===== config.mk =====
export PLATFORM = sky130hd
export DESIGN_NAME = ws2812b_rx_decoder
export DESIGN_NICKNAME = d
export VERILOG_FILES = /design/src/rtl/ws2812b_rx_decoder.sv
export SDC_FILE = /design/constraint.sdc
export NUM_CORES = 1
export LEC_CHECK = 0
export ABC_AREA = 1
export CORE_MARGIN = 4
export CORE_UTILIZATION = 50
export DETAILED_ROUTE_END_ITERATION = 7
export GPL_ROUTABILITY_DRIVEN = 0
export HOLD_SLACK_MARGIN = 0.08
export PLACE_DENSITY = 0.77
export SLEW_MARGIN = 5
export SYNTH_ARGS = -nofsm -noshare
export SYNTH_HDL_FRONTEND = slang
export SYNTH_SLANG_ARGS = --single-unit
export TNS_END_PERCENT = 5

===== constraint.sdc =====
create_clock -name clk -period 1.35 [get_ports clk]
set_input_delay 0.27 -clock clk [delete_from_list [all_inputs] [get_ports clk]]
set_output_delay 0.27 -clock clk [all_outputs]
set_load 0.01 [all_outputs]

===== src/rtl/ws2812b_rx_decoder.sv =====
// WS2812B serial stream decoder: recovers GRB pixels and frame-latch events from leds_line.
// Optional frame checksum output enabled by defining WS2812B_RX_FRAME_SUM_EN.
module ws2812b_rx_decoder #(
  parameter int MAX_POS       = 109,
  parameter int BIT1_MIN_CLK  = 30,
  parameter int MIN_HIGH_CLK  = 8,
  parameter int MAX_HIGH_CLK  = 60,
  parameter int RESET_CLK_CNT = 2500
) (
  input  logic                       clk,
  input  logic                       reset,
  input  logic                       leds_line,
  output logic                       pixel_valid,
  output logic [$clog2(MAX_POS)-1:0] pixel_index,
  output logic [7:0]                 pixel_green,
  output logic [7:0]                 pixel_red,
  output logic [7:0]                 pixel_blue,
  output logic                       frame_done,
  output logic [$clog2(MAX_POS):0]   frame_pixel_count,
  output logic                       frame_error
`ifdef WS2812B_RX_FRAME_SUM_EN
  ,
  output logic [15:0]                frame_sum
`endif
);

  localparam int IDX_W = $clog2(MAX_POS);
  localparam int CNT_W = $clog2(RESET_CLK_CNT + 1);
  localparam logic [CNT_W-1:0] LOW_LAST  = CNT_W'(RESET_CLK_CNT - 1);
  localparam logic [CNT_W-1:0] HIGH_LAST = CNT_W'(MAX_HIGH_CLK - 1);
  localparam logic [CNT_W-1:0] MIN_HIGH  = CNT_W'(MIN_HIGH_CLK);
  localparam logic [CNT_W-1:0] BIT1_LIM  = CNT_W'(BIT1_MIN_CLK);
  localparam logic [IDX_W:0]   POS_LIMIT = (IDX_W + 1)'(MAX_POS);

  typedef enum logic [1:0] {SYNC, IDLE, HIGH, LOW} state_t;

  state_t           state_q, state_d;
  logic             sync1, ls;
  logic [CNT_W-1:0] low_cnt, high_cnt;
  logic [4:0]       bit_cnt;
  logic [IDX_W:0]   pix_cnt;
  logic [23:0]      shift_reg;
  logic             err_flag, any_bit, pix_pend;

  logic do_shift, bad_pulse, too_long, do_latch, sync_done;
  logic high_clr, high_inc, low_clr, low_inc;
  logic new_bit, pixel_accept, frame_clr;

  always_ff @(posedge clk or negedge reset) begin
    if (!reset) begin
      sync1 <= 1'b0;
      ls    <= 1'b0;
    end else begin
      sync1 <= leds_line;
      ls    <= sync1;
    end
  end

  always_ff @(posedge clk or negedge reset) begin
    if (!reset) state_q <= SYNC;
    else        state_q <= state_d;
  end

  // Every state observes the synchronised level directly; the state itself tells us which edge a change means.
  always_comb begin
    state_d   = state_q;
    do_shift  = 1'b0;
    bad_pulse = 1'b0;
    too_long  = 1'b0;
    do_latch  = 1'b0;
    sync_done = 1'b0;
    high_clr  = 1'b0;
    high_inc  = 1'b0;
    low_clr   = 1'b0;
    low_inc   = 1'b0;
    unique case (state_q)
      SYNC: begin
        if (ls) low_clr = 1'b1;
        else if (low_cnt == LOW_LAST) begin
          sync_done = 1'b1;
          state_d   = IDLE;
        end else low_inc = 1'b1;
      end
      IDLE: begin
        if (ls) begin
          high_clr = 1'b1;
          state_d  = HIGH;
        end
      end
      HIGH: begin
        if (ls) begin
          if (high_cnt == HIGH_LAST) begin
            too_long = 1'b1;
            low_clr  = 1'b1;
            state_d  = SYNC;
          end else high_inc = 1'b1;
        end else begin
          low_clr = 1'b1;
          state_d = LOW;
          if (high_cnt < MIN_HIGH) bad_pulse = 1'b1;
          else                     do_shift  = 1'b1;
        end
      end
      LOW: begin
        if (ls) begin
          high_clr = 1'b1;
          state_d  = HIGH;
        end else if (low_cnt == LOW_LAST) begin
          do_latch = 1'b1;
          state_d  = IDLE;
        end else low_inc = 1'b1;
      end
      default: state_d = SYNC;
    endcase
  end

  assign new_bit      = (high_cnt >= BIT1_LIM);
  assign pixel_accept = pix_pend && (pix_cnt < POS_LIMIT);
  assign frame_clr    = do_latch || sync_done;

  always_ff @(posedge clk or negedge reset) begin
    if (!reset) begin
      low_cnt  <= '0;
      high_cnt <= '0;
    end else begin
      if (low_clr)       low_cnt <= '0;
      else if (low_inc)  low_cnt <= low_cnt + 1'b1;
      if (high_clr)      high_cnt <= '0;
      else if (high_inc) high_cnt <= high_cnt + 1'b1;
    end
  end

  // Leaving SYNC also clears frame state so a frame broken by an over-long pulse is discarded.
  always_ff @(posedge clk or negedge reset) begin
    if (!reset) begin
      shift_reg         <= '0;
      bit_cnt           <= '0;
      pix_cnt           <= '0;
      err_flag          <= 1'b0;
      any_bit           <= 1'b0;
      pix_pend          <= 1'b0;
      pixel_valid       <= 1'b0;
      pixel_index       <= '0;
      pixel_green       <= '0;
      pixel_red         <= '0;
      pixel_blue        <= '0;
      frame_done        <= 1'b0;
      frame_pixel_count <= '0;
      frame_error       <= 1'b0;
    end else begin
      pixel_valid <= 1'b0;
      frame_done  <= 1'b0;
      pix_pend    <= do_shift && (bit_cnt == 5'd23);
      if (do_shift) begin
        shift_reg <= {shift_reg[22:0], new_bit};
        any_bit   <= 1'b1;
        bit_cnt   <= (bit_cnt == 5'd23) ? 5'd0 : bit_cnt + 5'd1;
      end
      if (pixel_accept) begin
        pixel_valid <= 1'b1;
        pixel_index <= pix_cnt[IDX_W-1:0];
        pixel_green <= shift_reg[23:16];
        pixel_red   <= shift_reg[15:8];
        pixel_blue  <= shift_reg[7:0];
        pix_cnt     <= pix_cnt + 1'b1;
      end
      if (bad_pulse || too_long || (pix_pend && !pixel_accept)) err_flag <= 1'b1;
      if (do_latch && any_bit) begin
        frame_done        <= 1'b1;
        frame_pixel_count <= pix_cnt;
        frame_error       <= err_flag || (bit_cnt != 5'd0);
      end
      if (frame_clr) begin
        bit_cnt  <= '0;
        pix_cnt  <= '0;
        err_flag <= 1'b0;
        any_bit  <= 1'b0;
      end
    end
  end

`ifdef WS2812B_RX_FRAME_SUM_EN
  logic [15:0] sum_acc;

  always_ff @(posedge clk or negedge reset) begin
    if (!reset) begin
      sum_acc   <= '0;
      frame_sum <= '0;
    end else begin
      if (frame_clr) sum_acc <= '0;
      else if (pixel_accept)
        sum_acc <= sum_acc + 16'(shift_reg[23:16]) + 16'(shift_reg[15:8]) + 16'(shift_reg[7:0]);
      if (do_latch && any_bit) frame_sum <= sum_acc;
    end
  end
`endif

endmodule

==> summary.md <==
| Metric | Value |
|---|---|
| Unrepaired setup endpoints after global routing | `true` |
| Met2 WL | `7380 um` |
| CTS tree | `done` |
| Min setup slack post-route | `-0.213 ns` |
| Total global routing overflow | `0` |
| Clock sinks | `110` |
| Type of the worst setup path | `register to register` |
| Worst Max-Slew Pin Slew | `0.358 ns` |
| Final Max Slew Viols | `0` |
| Final nets | `775` |
| Worst-path maximum fanout | `7` |
| Die X | `111 um` |
| Clock Latency Late Sink | `0.39 ns` |
| Top post-synthesis cells by area | `dfrtp_1, nand2_1, o21ai_0, inv_1, nand3_1` |
| Cell area after layout | `7300 sq um` |
| Total CTS buffers | `9` |
| Gr usage total | `20.1%` |
| Met3 routed WL | `676 um` |
| Fmax | `640 MHz` |
| Num ports | `45` |
| MaxCap Viol Count | `0` |
| Vias/cell | `5.47` |
| Initial antenna violation count | `0` |
| Row cnt | `37` |
| Hold slack | `0.315 ns` |
| Fin crit period | `1.56 ns` |
| Synth cell types | `36` |
| Highest Signal Layer | `met4` |
| Cell Area, Placed | `6450 sq um` |
| Die Area | `12400 sq um` |
| Total number of yosys warnings | `0` |
| DP Wirelength | `8350 um` |
| Total number of vias | `4934` |
| Non-filler instance count after layout | `902` |
| Startpoint type of the worst setup path | `register` |
| Avg Inst Size Synth | `8.55 sq um` |
| Drt drc | `0` |
| Largest register FFs | `24` |
| WL/cell | `15.9 um` |
| Total power | `5.51 mW` |
| Final Hold Viols | `0` |
| Syn nets | `638` |
| Antenna Cells | `0` |
| M1 wire length | `5820 um` |
| Final core utilization | `70.4%` |
| Element type at the critical path end | `register` |
| Status | `finished, violations left` |
| Mapped Area | `5330 sq um` |
| Placed instance count | `865` |
| Min-Delay Path Class | `primary input to register` |
| Number of H-tree levels | `3` |
| Pre-CTS setup slack | `-0.233 ns` |
| Crit path required time | `1.63 ns` |
| Maximum vdd drop | `597 uV` |
| Cell type with the highest aggregate area in the netlist | `dfrtp_1` |
| Post-synthesis sequential area ratio | `51.6%` |
| Global-route wire length before repair | `21000 um` |
| Setup violators final | `106` |
| PwrDens | `755 nW/um^2` |
| Vias in the first global route | `4573` |
| Reg clk slew, reported paths | `0.11 ns` |
| Largest net degree at the start of global routing | `49` |
| Final period util | `116%` |
| Syn-to-layout area delta | `36.8%` |
| R2r setup slk | `-0.21 ns` |
| 1st-iter DRT viols | `359` |
| Violated checks | `setup timing` |
| FILL cells | `710` |
| First-pass DRT Iterations | `6` |
| Clk_skew | `0.0145 ns` |
| TNS Setup | `-11.82 ns` |
| Area share of the largest cell type after synthesis | `51.6%` |
| CTS Root Cell | `clkbuf_8` |
| Share of cells above drive strength 1 | `28.7%` |
| Leakage | `3.51 nW` |
| CTS Buffer Depth | `2` |
| IO buf count | `44` |
| Gate Count Post-Synth | `624` |
| Worst Path Arrival | `1.84 ns` |
| Max-slew headroom | `76.2%` |
| Initial Utilization | `51.4%` |
| Final ANT Viol Nets | `0` |
| Seq cells post-synth | `110` |
| Die height | `111 um` |
| Core area | `10400 sq um` |
| Routed wire length | `14400 um` |
[what timing repair did]
action / in CTS / in global routing
endpoints found under the hold margin: 25 / 0
hold buffers: 1 / 0
cloned: 0 / 4
pin swaps: 1 / 18
setup buffers: 4 / 12
gates resized for setup: 83 / 151
endpoints found under the setup margin: 147 / 122
[cell usage in the layout (no fill, tap or decap), types with 7 or more instances in the layout]
| cell | instances |
|---|---|
| nor3_1 | 7 |
| nor2_2 | 8 |
| nand2_4 | 9 |
| o21ai_1 | 39 |
| nand2_1 | 159 |
| nand2_2 | 17 |
| nor2_1 | 23 |
| nand3_1 | 32 |
| buf_6 | 9 |
| nand4_1 | 21 |
| inv_2 | 10 |
| clkdlybuf4s15_1 | 37 |
| xor2_1 | 17 |
| o21ai_2 | 9 |
| buf_12 | 7 |
| clkbuf_8 | 9 |
| inv_1 | 61 |
| o21ai_0 | 22 |
| buf_4 | 81 |
| dfrtp_1 | 108 |
[Yosys cell counts]
master     number
o21bai_1        2
dfrtp_1       110
a21oi_2         1
nand4_1        21
inv_1          70
nand3_1        37
nor3_2          1
clkbuf_2        1
o21ai_1        16
ha_1           11
xor2_1         17
a211oi_2        1
inv_2           8
o2111ai_2       1
nor2_2          4
a22oi_1         1
nor3_4          1
nor3_1         12
nor2_1         33
inv_4           1
o31ai_1         2
nand3_2         4
o21ai_0        54
nor2_8          1
buf_6          11
nand2_1       182
nand4_2         1
o21bai_2        1
buf_2           3
nand2_2         2
o21a_1          1
a21oi_1         5
clkbuf_1        2
nand2_4         1
nand3b_1        4
buf_8           1
[kinds of logic (layout without fill, tap and decap cells)]
logic type               after synthesis  count (layout)  synth area share (%)
XOR/XNOR                              17              17                  2.79
flip-flops                           110             110                  51.6
AO/OA/AOI/OAI                         85              85                  8.77
buffers and inverters                 97             239                  8.73
AND/OR/NAND/NOR                      304             304                  25.5
adder cells (fa/ha/maj)               11              11                  2.58
[routing by layer]
| layer | GRT usage [%] | up-vias |
|---|---|---|
| li1 | - | 2286 |
| met1 | 26.7 | 2427 |
| met2 | 33.4 | 173 |
| met3 | 3.55 | 48 |
| met4 | 7.14 | 0 |
| met5 | 0 | - |
[layout make-up]
type / instances / area (sq um) / share of cell area (%)
clock buffer: 9 / 124 / 1.70
clock inverter: 7 / 72.6 / 0.994
inverter: 79 / 324 / 4.44
multi-input combinational: 417 / 2500 / 34.3
sequential: 110 / 2760 / 37.8
tap: 136 / 170 / 2.33
timing repair buffer: 144 / 1350 / 18.5
[report_power, final]
part	internal [mW]	leakage [nW]	switching [mW]
Clock	0.730	0.0970	1.27
Combinational	0.0665	1.89	0.136
Sequential	3.30	1.53	0.00790
Total	4.10	3.51	1.41
[critical path: stages, from the launching register on]
cell and delay (ns):
dfrtp_1 0.41, inv_2 0.08, ha_4 0.14, nor2_4 0.04, o21bai_4 0.18, nand3_4 0.19
inv_4 0.16, nand2_1 0.12, nand2_1 0.09, nor2_1 0.05
[path summary, 6_finish.rpt]
kind                                 start       endpoint  cells after the start
worst max-delay path            pix_cnt[1]     pix_cnt[0]                      9
worst min-delay path             leds_line          sync1                      1
worst max register to register  pix_cnt[1]     pix_cnt[0]                      9
worst min register to register       sync1             ls                      0
max in group asynchronous            reset     state_q[1]                      3
min in group asynchronous            reset  shift_reg[12]                      2
Note: power is estimated with default switching activity, not from simulation.
